==> config.mk <==
export PLATFORM = sky130hd
export DESIGN_NAME = regfile_writeback_queue
export DESIGN_NICKNAME = d
export VERILOG_FILES = /design/src/rtl/regfile_writeback_queue.sv
export SDC_FILE = /design/constraint.sdc
export NUM_CORES = 1
export LEC_CHECK = 0
export BUFFER_PORTS_ARGS = -buffer_cell sky130_fd_sc_hd__clkbuf_2
export CAP_MARGIN = 20
export CORE_UTILIZATION = 28
export CTS_CLUSTER_SIZE = 12
export DETAILED_ROUTE_END_ITERATION = 10
export GPL_ROUTABILITY_DRIVEN = 0
export PLACE_DENSITY = 0.49
export SYNTH_ARGS = -nofsm -noshare
export SYNTH_HDL_FRONTEND = slang
export SYNTH_SLANG_ARGS = --single-unit
export TNS_END_PERCENT = 30
==> constraint.sdc <==
create_clock -name clock -period 4.3 [get_ports clock]
set_input_delay 0.215 -clock clock [delete_from_list [all_inputs] [get_ports clock]]
set_output_delay 0.215 -clock clock [all_outputs]
set_load 0.02 [all_outputs]
==> src/rtl/regfile_writeback_queue.sv <==
// Write-back queue: collects up to two register-write results per cycle
// (memory load first, then ALU) into an in-order FIFO and retires one write
// per cycle onto the register file's single registered write port. Also
// exposes a mask of destinations whose writes have not yet committed.
module regfile_writeback_queue #(
    parameter int DEPTH   = 4,
    parameter bit DROP_ZR = 1'b1
) (
    input  logic                         clock,
    input  logic                         reset,
    input  logic                         alu_valid,
    input  logic [4:0]                   alu_rd,
    input  logic [63:0]                  alu_data,
    output logic                         alu_ready,
    input  logic                         mem_valid,
    input  logic [4:0]                   mem_rd,
    input  logic [63:0]                  mem_data,
    output logic                         mem_ready,
    output logic [4:0]                   Write_register,
    output logic [63:0]                  Write_data,
    output logic                         RegWrite,
    output logic [31:0]                  pending_mask,
    output logic [$clog2(DEPTH+1)-1:0]   count
);

    localparam int PTR_W = $clog2(DEPTH);
    localparam int CNT_W = $clog2(DEPTH+1);

    // Entry storage; not reset, liveness comes from head/count.
    logic [4:0]  rd_mem   [DEPTH];
    logic [63:0] data_mem [DEPTH];

    logic [PTR_W-1:0] head_q, head_d;
    logic [PTR_W-1:0] tail_q, tail_d;
    logic [CNT_W-1:0] count_q, count_d;
    logic             reg_write_q, reg_write_d;
    logic [4:0]       write_register_q, write_register_d;
    logic [63:0]      write_data_q, write_data_d;

    logic [CNT_W-1:0] free_slots;
    logic             mem_push, alu_push;
    logic             mem_store, alu_store;
    logic             pop;
    logic [PTR_W-1:0] alu_slot;

    logic [31:0]      entry_mask [DEPTH];

    // Readiness looks only at start-of-cycle occupancy; a same-cycle pop is
    // deliberately not credited so there is no input-to-ready path.
    assign free_slots = CNT_W'(DEPTH) - count_q;
    assign mem_ready  = !reset && (free_slots >= CNT_W'(1));
    assign alu_ready  = !reset && (free_slots >= CNT_W'(2));

    assign mem_push  = mem_valid && mem_ready;
    assign alu_push  = alu_valid && alu_ready;
    // A push to XZR is a completed transfer that occupies no slot.
    assign mem_store = mem_push && !(DROP_ZR && (mem_rd == 5'd31));
    assign alu_store = alu_push && !(DROP_ZR && (alu_rd == 5'd31));
    assign pop       = (count_q != '0);

    // The load is the older instruction, so it takes the first free slot.
    assign alu_slot  = mem_store ? tail_q + PTR_W'(1) : tail_q;

    // Next-state for pointers, occupancy and the registered write port.
    always_comb begin
        head_d           = head_q;
        tail_d           = tail_q + PTR_W'(mem_store) + PTR_W'(alu_store);
        count_d          = count_q + CNT_W'(mem_store) + CNT_W'(alu_store)
                           - CNT_W'(pop);
        reg_write_d      = 1'b0;
        write_register_d = write_register_q;
        write_data_d     = write_data_q;
        if (pop) begin
            head_d           = head_q + PTR_W'(1);
            reg_write_d      = 1'b1;
            write_register_d = rd_mem[head_q];
            write_data_d     = data_mem[head_q];
        end
    end

    // State registers; reset discards queued entries and idles the port.
    always_ff @(posedge clock) begin
        if (reset) begin
            head_q           <= '0;
            tail_q           <= '0;
            count_q          <= '0;
            reg_write_q      <= 1'b0;
            write_register_q <= '0;
            write_data_q     <= '0;
        end else begin
            head_q           <= head_d;
            tail_q           <= tail_d;
            count_q          <= count_d;
            reg_write_q      <= reg_write_d;
            write_register_q <= write_register_d;
            write_data_q     <= write_data_d;
        end
    end

    // Entry storage writes; both sources may land in the same cycle.
    always_ff @(posedge clock) begin
        if (mem_store) begin
            rd_mem[tail_q]   <= mem_rd;
            data_mem[tail_q] <= mem_data;
        end
        if (alu_store) begin
            rd_mem[alu_slot]   <= alu_rd;
            data_mem[alu_slot] <= alu_data;
        end
    end

    // Per-entry contribution to the pending mask: live when its distance
    // from head is below the occupancy.
    generate
        for (genvar gi = 0; gi < DEPTH; gi++) begin : gen_entry
            logic [PTR_W-1:0] offset;
            logic             live;
            assign offset         = PTR_W'(gi) - head_q;
            assign live           = CNT_W'(offset) < count_q;
            assign entry_mask[gi] = live ? (32'd1 << rd_mem[gi]) : 32'd0;
        end
    endgenerate

    // Pending mask: queued destinations plus the one on the write port.
    always_comb begin
        pending_mask = reg_write_q ? (32'd1 << write_register_q) : 32'd0;
        for (int i = 0; i < DEPTH; i++) begin
            pending_mask = pending_mask | entry_mask[i];
        end
    end

    assign RegWrite       = reg_write_q;
    assign Write_register = write_register_q;
    assign Write_data     = write_data_q;
    assign count          = count_q;

endmodule

==> reports/qor.yml, run 1 <==
htree_levels: 2
hold_slack_ns: 0.0310
tightest_slew_ns: 1.02
ys.flop_type: "edfxtp_1"
yosysUniqueCellTypes: 45
portBuffers: 248
drtPass1Iterations: 5
ys_warn_count: 0
grt_pass1_wl_microns: 82600
drt_iter0_drc: 794
final.setup.tns_ns: 0
finalWirelength_microns: 54900
wl_per_cell_microns: 21.2
fp.dieW_microns: 254
post-route-period-util_pct: 92.5
synthTopCellsByCount: "edfxtp_1 (276), mux2_2 (207), nand2_1 (196), dfxtp_1 (77), a21oi_1 (72)"
stdcell_count: 2595
post_cts_buffers: 0
synth-edff-count: 276
max-clock-path-buffers: 3
finalHoldViolCount: 0
root_buffer: "clkbuf_16"
grt_pass1_vias: 13386
final_util_pct: 37.0
power_mw: 14.3
clk_pin_slew_ns: 0.06
track_usage_pct: 17.0
dp_hpwl_microns: 32700
worstPathRequired_ns: 4.59
vdd_drop_max_v: 0.000330
ant_nets: 0
netlist.area_leader.share_pct: 46.8
core_sq_mm: 0.0621
antenna_found_initial: 11
finalCriticalPeriod_ns: 3.98
nets: 1878
multiInputGateArea_sq_mm: 0.00749
seqCellArea_sq_mm: 0.00984
fmax_ghz: 0.251
p_leak_nw: 8.37
synth-seq-cells: 353
synthCells: 1319
area_delta_synth_final_pct: 29.6
overflow: 0
drv_cap: 0
arrival_ns: 4.26
powerDensity_mw_per_mm2: 621
path_class: "register to register"
hold_path.class: "input pin to register"
cts_resized: 0
placed_area_sq_mm: 0.0199
yosysMostFrequentCell: "edfxtp_1"
synth_area_per_cell_sq_um: 13.4
status: "completed"
slew_viol_final: 0
rsz0062_at_grt: "no"
nFillCells: 6080
pre_cts_slack_ns: 0.860
die_height_microns: 254
fin_skew_ns: 0.0180
worstSetupStartpointType: "register"
async_reset_ff_share_pct: 0
grt_max_degree: 72
yosysTopAreaCell: "edfxtp_1"
io_pins: 249
layout-drive-gt1-share_pct: 35.6
drc_errors: 0
ys_top_cells_by_area: "edfxtp_1 (47%), mux2_2 (13%), mux4_2 (8.8%)"
cts_tree: "done"
clkSinkCount: 353
die_area_sq_mm: 0.0643
finalWorstSetupSlack_ns: 0.322
hold_buffers: 173
place_inst: 2342
setup_viol: 0
num_vias: 12753
synthesis.nets: 1477
syn_area_sq_mm: 0.0177
numCtsBuffers: 40
maxSlewHeadroom_pct: 32.1
fin_area_sq_mm: 0.0230
clock_latency_ns: 0.56
vias_per_cell: 4.91
start_util_pct: 28.5
rows: 91
yosysSeqAreaShare_pct: 55.5
worst-path-max-fanout: 36
endpoint_kind: "register"
[area by class of cell]
type,count,area share [%]
flip-flops and latches,353,42.8
multi-input cells,868,32.6
repair buffers,445,14.1
clock buffers,57,4.90
well taps,837,4.56
clock inverters,17,0.725
inverters,12,0.202
diodes,6,0.0654
[cell usage in the layout (no fill, tap or decap), types with 9 or more instances in the layout]
master and n:
inv_1 11, nand3_1 27, clkbuf_2 247, dfxtp_1 75, dlygate4sd3_1 173, edfxtp_1 276, nor2b_1 21, mux4_2 69
buf_4 19, o22ai_1 52, clkbuf_16 41, nor2_1 37, ha_1 12, a21oi_1 72, or3_1 28, nand2_1 192
mux2_2 207, nand2b_1 9, o21ai_0 14, clkbuf_1 12, mux2_1 69
[worst max-delay path: stages, from the launching register on]
cell           delay [ns]
dfxtp_1              0.51
inv_1                0.17
ha_1                 0.26
ha_4                 0.27
nor4b_4              0.22
a211oi_2             0.07
buf_4                0.19
xnor2_1              0.28
nand3b_4             0.22
buf_4                0.54
mux2_1               0.39
dlygate4sd3_1        0.57
[cells by family after synthesis]
group | after synthesis | synth area share (%)
flip-flops | 353 | 55.5
AND/OR/NAND/NOR | 348 | 9.00
multiplexers | 346 | 26.4
AO/OA/AOI/OAI | 152 | 4.90
buffers and inverters | 98 | 2.61
adder cells (fa/ha/maj) | 16 | 1.26
XOR/XNOR | 6 | 0.297
[power breakdown]
part	leakage, nW	internal, mW	switching, mW
Sequential	3.16	4.70	0.585
Combinational	4.57	2.24	3.29
Clock	0.638	2.01	1.43
[registers in the layout (all words and copies together), names as in the netlist]
| register | count |
|---|---|
| head_q | 2 |
| rd_mem | 20 |
| Write_data | 64 |
| Write_register | 5 |
| data_mem | 256 |
| RegWrite | 1 |
| count | 3 |
| tail_q | 2 |
[final timing paths]
path | startpoint | end | slack [ns] | cells after the start
max reg2reg | count[0]$_SDFF_PP0_ | data_mem[1][37]$_DFFE_PP_ | 0.32 | 11
max | count[0]$_SDFF_PP0_ | data_mem[1][37]$_DFFE_PP_ | 0.32 | 11
min reg2reg | Write_data[14]$_SDFFE_PP0P_ | Write_data[14]$_SDFFE_PP0P_ | 0.46 | 2
min | alu_data[20] | data_mem[3][20]$_DFFE_PP_ | 0.03 | 2
[metal layers]
metal | wire, microns | global-route usage [%] | share of wire (%)
met1 | 24000 | 22.3 | 44
met2 | 25900 | 28.4 | 47
met3 | 3730 | 3.62 | 6.8
met4 | 1280 | 4.61 | 2.3
met5 | 52 | 0 | 0.095
Power figures use the tool's default switching activity.
==> run 2: changes to the inputs <==
--- a/config.mk
+++ b/config.mk
@@ -12,6 +12,7 @@
 export DETAILED_ROUTE_END_ITERATION = 10
 export GPL_ROUTABILITY_DRIVEN = 0
 export PLACE_DENSITY = 0.49
+export RECOVER_POWER = 25
 export SYNTH_ARGS = -nofsm -noshare
 export SYNTH_HDL_FRONTEND = slang
 export SYNTH_SLANG_ARGS = --single-unit
==> run 2 against run 1 <==
The run now ends with capacitance limit, slew limit left. Hold slack got worse by 0.00082 ns. Die area unchanged. Via count rose by 0.29%. Clock power hardly changed. Register-to-register slack lost 0.03 ns. Critical path type unchanged. Critical endpoint unchanged.
==> reports/qor.yml, run 2 (synthesis results as in run 1) <==
slew_viol_final: 72  # was 0
clk_pin_slew_ns: 0.06  # about the same
ant_nets: 0  # unchanged
cp_num_buf_inv: 4  # unchanged
final_util_pct: 36.8  # was 37.0%
p_leak_nw: 8.12  # was 8.37 nW
largest_reg_flops: 256  # unchanged
tightest_slew_ns: 1.98  # was 1.02 ns
io_pins: 249  # unchanged
htree_levels: 2  # unchanged
worstSetupStartpointType: "register"  # unchanged
die_height_microns: 254  # unchanged
regMostFlops: "data_mem"  # unchanged
area_delta_synth_final_pct: 28.8  # was 29.6%
numCtsBuffers: 40  # unchanged
die_area_sq_mm: 0.0643  # unchanged
vias_per_cell: 4.93  # was 4.91
drtPass1Iterations: 5  # unchanged
rsz0062_at_grt: "no"  # unchanged
worstPathRequired_ns: 4.59  # about the same
dp_hpwl_microns: 32700  # unchanged
finalCriticalPeriod_ns: 4.01  # was 3.98 ns
path_class: "register to register"  # unchanged
start_util_pct: 28.5  # unchanged
core_sq_mm: 0.0621  # unchanged
status: "finished, violations left"  # was completed
grt_max_degree: 72  # unchanged
crit_chain: "inv_1, ha_1, ha_1, nor4b_4, a211oi_1, buf_4, xnor2_1, nand3b_4, buf_4, mux2_1, dlygate4sd3_1"  # was inv_1, ha_1, ha_4, nor4b_4, a211oi_2, buf_4, xnor2_1, nand3b_4, buf_4, mux2_1, dlygate4sd3_1
track_usage_pct: 17.0  # unchanged
fin_skew_ns: 0.0185  # was 0.0180 ns
violations: "capacitance limit, slew limit"
nets: 1878  # unchanged
wl_per_cell_microns: 21.2  # about the same
powerDensity_mw_per_mm2: 620  # was 621 mW/mm^2
worst-path-max-fanout: 36  # unchanged
root_buffer: "clkbuf_16"  # unchanged
fp.dieW_microns: 254  # unchanged
layout.cells.most_common: "edfxtp_1"  # unchanged
final.setup.tns_ns: 0  # unchanged
drc_errors: 0  # unchanged
hold_path.class: "input pin to register"  # unchanged
antenna_found_initial: 11  # unchanged
rows: 91  # unchanged
max-clock-path-buffers: 3  # unchanged
maxSlewHeadroom_pct: -32.0  # was 32.1%
final_cell_mix: "edfxtp_1 (276), mux2_2 (207), nand2_1 (193)"  # was edfxtp_1 (276), clkbuf_2 (247), mux2_2 (207)
vdd_drop_max_v: 0.000330  # about the same
endpoint_kind: "register"  # unchanged
cts_resized: 0  # unchanged
grt_pass1_wl_microns: 82600  # unchanged
layout-drive-gt1-share_pct: 31.0  # was 35.6%
clock_latency_ns: 0.56  # about the same
finalHoldViolCount: 0  # unchanged
fmax_ghz: 0.249  # was 0.251 GHz
portBuffers: 248  # unchanged
overflow: 0  # unchanged
drt_iter0_drc: 852  # was 794
power_mw: 14.1  # was 14.3 mW
num_vias: 12790  # was 12753
arrival_ns: 4.30  # was 4.26 ns
crit_path_max_incr_delay_ns: 0.57  # about the same
drv_cap: 1  # was 0
crit_slowest_cell: "dlygate4sd3_1"  # unchanged
post-route-period-util_pct: 93.3  # was 92.5%
clkSinkCount: 353  # unchanged
setup_viol: 0  # unchanged
cts_tree: "done"  # unchanged
cp_top_family: "buffers and inverters"  # unchanged
finalWirelength_microns: 55000  # was 54900 microns
grt_pass1_vias: 13386  # unchanged
==> run 2: worst paths after layout <==
kind / from / end / slack, ns / cells past startpoint
min: alu_data[20] / data_mem[0][20]$_DFFE_PP_ / 0.03 / 2
min reg2reg: Write_data[14]$_SDFFE_PP0P_ / Write_data[14]$_SDFFE_PP0P_ / 0.46 / 2
max: count[0]$_SDFF_PP0_ / data_mem[1][37]$_DFFE_PP_ / 0.29 / 11
max reg2reg: count[0]$_SDFF_PP0_ / data_mem[1][37]$_DFFE_PP_ / 0.29 / 11
==> run 2: timing repair <==
action	in CTS	in global routing
endpoints found under the hold margin	218	0
setup buffers	0	0
hold buffers	173	0
==> run 2: per-stage QoR <==
step | std cells | setup slack (ns) | hold slack (ns) | instance area (sq um)
after floorplan | 1319 | 0.0347 | 0.416 | 17700
after detailed placement | 2342 | 0.860 | 0.452 | 19900
after CTS | 2589 | 0.312 | 0.000192 | 22900
final | 2595 | 0.290 | 0.0302 | 22800
after global routing | 2595 | 0.0909 | 0.0139 | 22800
after global placement | 2342 | 0.936 | 0.447 | 19900
==> run 2: metal layers <==
layer / vias up / part of all wire, % / GRT usage [%]
li1: 5827 / - / -
met1: 6412 / 44 / 22.3
met2: 441 / 47 / 28.4
met3: 100 / 6.3 / 3.62
met4: 10 / 2.3 / 4.61
met5: - / 0.095 / 0
==> run 2: cell type report <==
class	instances	area (sq um)
Timing Repair Buffer	445	3130
Clock buffer	57	1130
Fill cell	6128	39200
Sequential cell	353	9840
Antenna cell	6	15.0
Clock inverter	17	166
Tap cell	837	1050
Multi-Input combinational cell	868	7450
Inverter	12	46.3
==> run 2: power by group <==
group / total (mW) / internal, mW / switching [mW]
logic: 5.43 / 2.14 / 3.28
registers: 5.28 / 4.70 / 0.583
clock network: 3.43 / 2.01 / 1.42
==> run 3: changes to the inputs <==
--- a/config.mk
+++ b/config.mk
@@ -13,6 +13,7 @@
 export GPL_ROUTABILITY_DRIVEN = 0
 export PLACE_DENSITY = 0.49
 export RECOVER_POWER = 25
+export REMOVE_ABC_BUFFERS = 1
 export SYNTH_ARGS = -nofsm -noshare
 export SYNTH_HDL_FRONTEND = slang
 export SYNTH_SLANG_ARGS = --single-unit
==> run 3 against run 2 <==
The flow still finishes with violations (capacitance limit, slew limit). Flip-flop and latch count is the same. Wire length shrank 1.3%. Maximum frequency grew 3.6%. Setup slack gained 0.14 ns. Clock power is essentially flat. Register-to-register slack gained 0.14 ns. Power is essentially flat. Sequential share of layout area shrank 0.21 points. First-iteration DRC count shrank 14%. Via count shrank 0.63%. Clock skew grew 0.0049 ns. Critical path type unchanged. Critical endpoint is now data_mem[1][28]$_DFFE_PP_. Largest power group unchanged.
==> reports/qor.yml, run 3 (synthesis results as in run 1) <==
wl_per_cell_microns: 20.8  # was 21.2 microns
rsz0062_at_grt: "no"  # unchanged
fin_skew_ns: 0.0234  # was 0.0185 ns
cp_common_cell: "ha_1"
setup_viol: 0  # unchanged
path_class: "register to register"  # unchanged
rows: 91  # unchanged
met1_usage_pct: 21.9  # was 22.3%
cts_resized: 0  # unchanged
overflow: 0  # unchanged
grt_pass1_vias: 13176  # was 13386
track_usage_pct: 16.8  # was 17.0%
clkSinkCount: 353  # unchanged
area_delta_synth_final_pct: 29.5  # was 28.8%
vias_per_cell: 4.88  # was 4.93
nets: 1886  # was 1878
layout-drive-gt1-share_pct: 30.9  # was 31.0%
regToRegEndpoint: "data_mem[1][28]$_DFFE_PP_"  # was data_mem[1][37]$_DFFE_PP_
drc_errors: 0  # unchanged
drt_iter0_drc: 735  # was 852
cp_top_family: "buffers and inverters"  # unchanged
r2r_start: "count[0]$_SDFF_PP0_"  # unchanged
vdd_drop_max_v: 0.000401  # was 0.000330 V
reg2reg_slack_ns: 0.43  # was 0.29 ns
cts_tree: "done"  # unchanged
max-clock-path-buffers: 3  # unchanged
finalHoldViolCount: 0  # unchanged
crit_path_max_incr_delay_ns: 0.57  # about the same
core_sq_mm: 0.0621  # unchanged
powerDensity_mw_per_mm2: 616  # was 620 mW/mm^2
tightest_slew_ns: 1.94  # was 1.98 ns
crit_path_start: "count[0]$_SDFF_PP0_"  # unchanged
crit_chain: "inv_1, ha_1, ha_1, nor4b_4, a211oi_1, buf_4, mux2i_1, nand3b_2, buf_12, mux2_1, dlygate4sd3_1"  # was inv_1, ha_1, ha_1, nor4b_4, a211oi_1, buf_4, xnor2_1, nand3b_4, buf_4, mux2_1, dlygate4sd3_1
violations: "capacitance limit, slew limit"  # unchanged
endpoint_kind: "register"  # unchanged
layout.cells.most_common: "edfxtp_1"  # unchanged
largest_reg_flops: 256  # unchanged
status: "finished, violations left"  # unchanged
worstSetupStartpointType: "register"  # unchanged
portBuffers: 248  # unchanged
grt_busiest_layer: "met2"  # unchanged
root_buffer: "clkbuf_16"  # unchanged
fp.dieW_microns: 254  # unchanged
regMostFlops: "data_mem"  # unchanged
die_area_sq_mm: 0.0643  # unchanged
reg2reg_depth: 11  # unchanged
io_pins: 249  # unchanged
p_leak_nw: 8.15  # was 8.12 nW
post-route-period-util_pct: 90.0  # was 93.3%
hold_path.class: "input pin to register"  # unchanged
dp_hpwl_microns: 32300  # was 32700 microns
drv_cap: 1  # unchanged
clock_latency_ns: 0.56  # about the same
htree_levels: 2  # unchanged
slew_viol_final: 72  # unchanged
arrival_ns: 4.17  # was 4.30 ns
grt_pass1_wl_microns: 81200  # was 82600 microns
cp-endpoint: "data_mem[1][28]$_DFFE_PP_"  # was data_mem[1][37]$_DFFE_PP_
fmax_ghz: 0.258  # was 0.249 GHz
grt_max_degree: 72  # unchanged
met2_usage_pct: 28.1  # was 28.4%
crit_slowest_cell: "dlygate4sd3_1"  # unchanged
clk_pin_slew_ns: 0.06  # about the same
numCtsBuffers: 41  # was 40
die_height_microns: 254  # unchanged
maxSlewHeadroom_pct: -29.5  # was -32.0%
hold_slack_ns: 0.0342  # was 0.0302 ns
num_vias: 12710  # was 12790
final_cell_mix: "edfxtp_1 (276), mux2_2 (207), nand2_1 (192)"  # was edfxtp_1 (276), mux2_2 (207), nand2_1 (193)
crit_cells: 11  # unchanged
finalWirelength_microns: 54200  # was 55000 microns
finalCriticalPeriod_ns: 3.87  # was 4.01 ns
worst-path-max-fanout: 69  # was 36
ant_nets: 0  # unchanged
antenna_found_initial: 12  # was 11
start_util_pct: 28.5  # unchanged
drtPass1Iterations: 5  # unchanged
cp_num_buf_inv: 4  # unchanged
final_util_pct: 37.0  # was 36.8%
grt_util_met3_pct: 3.53  # was 3.62%
worstPathRequired_ns: 4.60  # was 4.59 ns
run 3: cell count changes in the layout (fill, tap and decap cells not counted), moves of 2 or more:
cell	previous run	this run
clkbuf_1	87	91
dlygate4sd3_1	173	178
clkbuf_2	175	173
buf_12	6	9
clkinv_2	8	4
clkbuf_8	4	8
run 3: worst reg2reg max path, delay by kind of cell (launching register included):
kind	cells	cell delay, ns
buffers and inverters	4	1.22
multiplexers	2	0.83
flip-flops	1	0.50
adder cells (fa/ha/maj)	2	0.50
AND/OR/NAND/NOR	2	0.34
AO/OA/AOI/OAI	1	0.24
run 3: worst min-delay path by stage:
stage,cells past startpoint,to,startpoint,slack (ns)
floorplan,1,RegWrite$_SDFF_PP0_,reset,0.28
global placement,2,Write_data[43]$_SDFFE_PP0P_,Write_data[43]$_SDFFE_PP0P_,0.45
detailed placement,2,Write_data[52]$_SDFFE_PP0P_,Write_data[52]$_SDFFE_PP0P_,0.45
CTS,2,data_mem[3][29]$_DFFE_PP_,alu_data[29],0.00007
global route,2,data_mem[0][58]$_DFFE_PP_,alu_data[58],0.01
finish,2,data_mem[3][61]$_DFFE_PP_,alu_data[61],0.03
run 3: cell type report:
type | instances | area, sq um
fillers | 6048 | 39100
well taps | 837 | 1050
diodes | 7 | 17.5
flip-flops and latches | 353 | 9840
clock buffers | 64 | 1190
clock inverters | 11 | 111
multi-input cells | 868 | 7450
repair buffers | 452 | 3230
inverters | 12 | 46.3
run 3: timing repair:
| item | in CTS | in global routing |
|---|---|---|
| hold buffers | 178 | 0 |
| setup buffers | 0 | 0 |
| hold endpoints to repair | 232 | 0 |
run 3: power breakdown:
group / switching [mW] / leakage [nW] / internal [mW] / total [mW]
Combinational: 3.26 / 4.36 / 2.17 / 5.43
Sequential: 0.549 / 3.16 / 4.70 / 5.25
Clock: 1.43 / 0.634 / 2.03 / 3.46
Total: 5.24 / 8.15 / 8.89 / 14.1
run 3: per-stage QoR:
stage / TNS, ns / total power, mW / worst slack, ns / std cells / area (sq um)
floorplan: -751.18 / 8.75 / -4.24 / 1233 / 17300
global placement: 0 / 10.7 / 1.01 / 2344 / 20000
detailed placement: 0 / 10.8 / 0.977 / 2344 / 20000
CTS: 0 / 14.5 / 0.484 / 2597 / 23100
global route: 0 / 14.9 / 0.225 / 2604 / 22900
finish: 0 / 14.1 / 0.428 / 2604 / 22900
run 3: routing by layer:
metal | routed length, microns | up-vias
met2 | 26000 | 421
met4 | 1020 | 10
li1 | - | 5858
met1 | 23900 | 6333
met5 | 51 | -
met3 | 3350 | 88
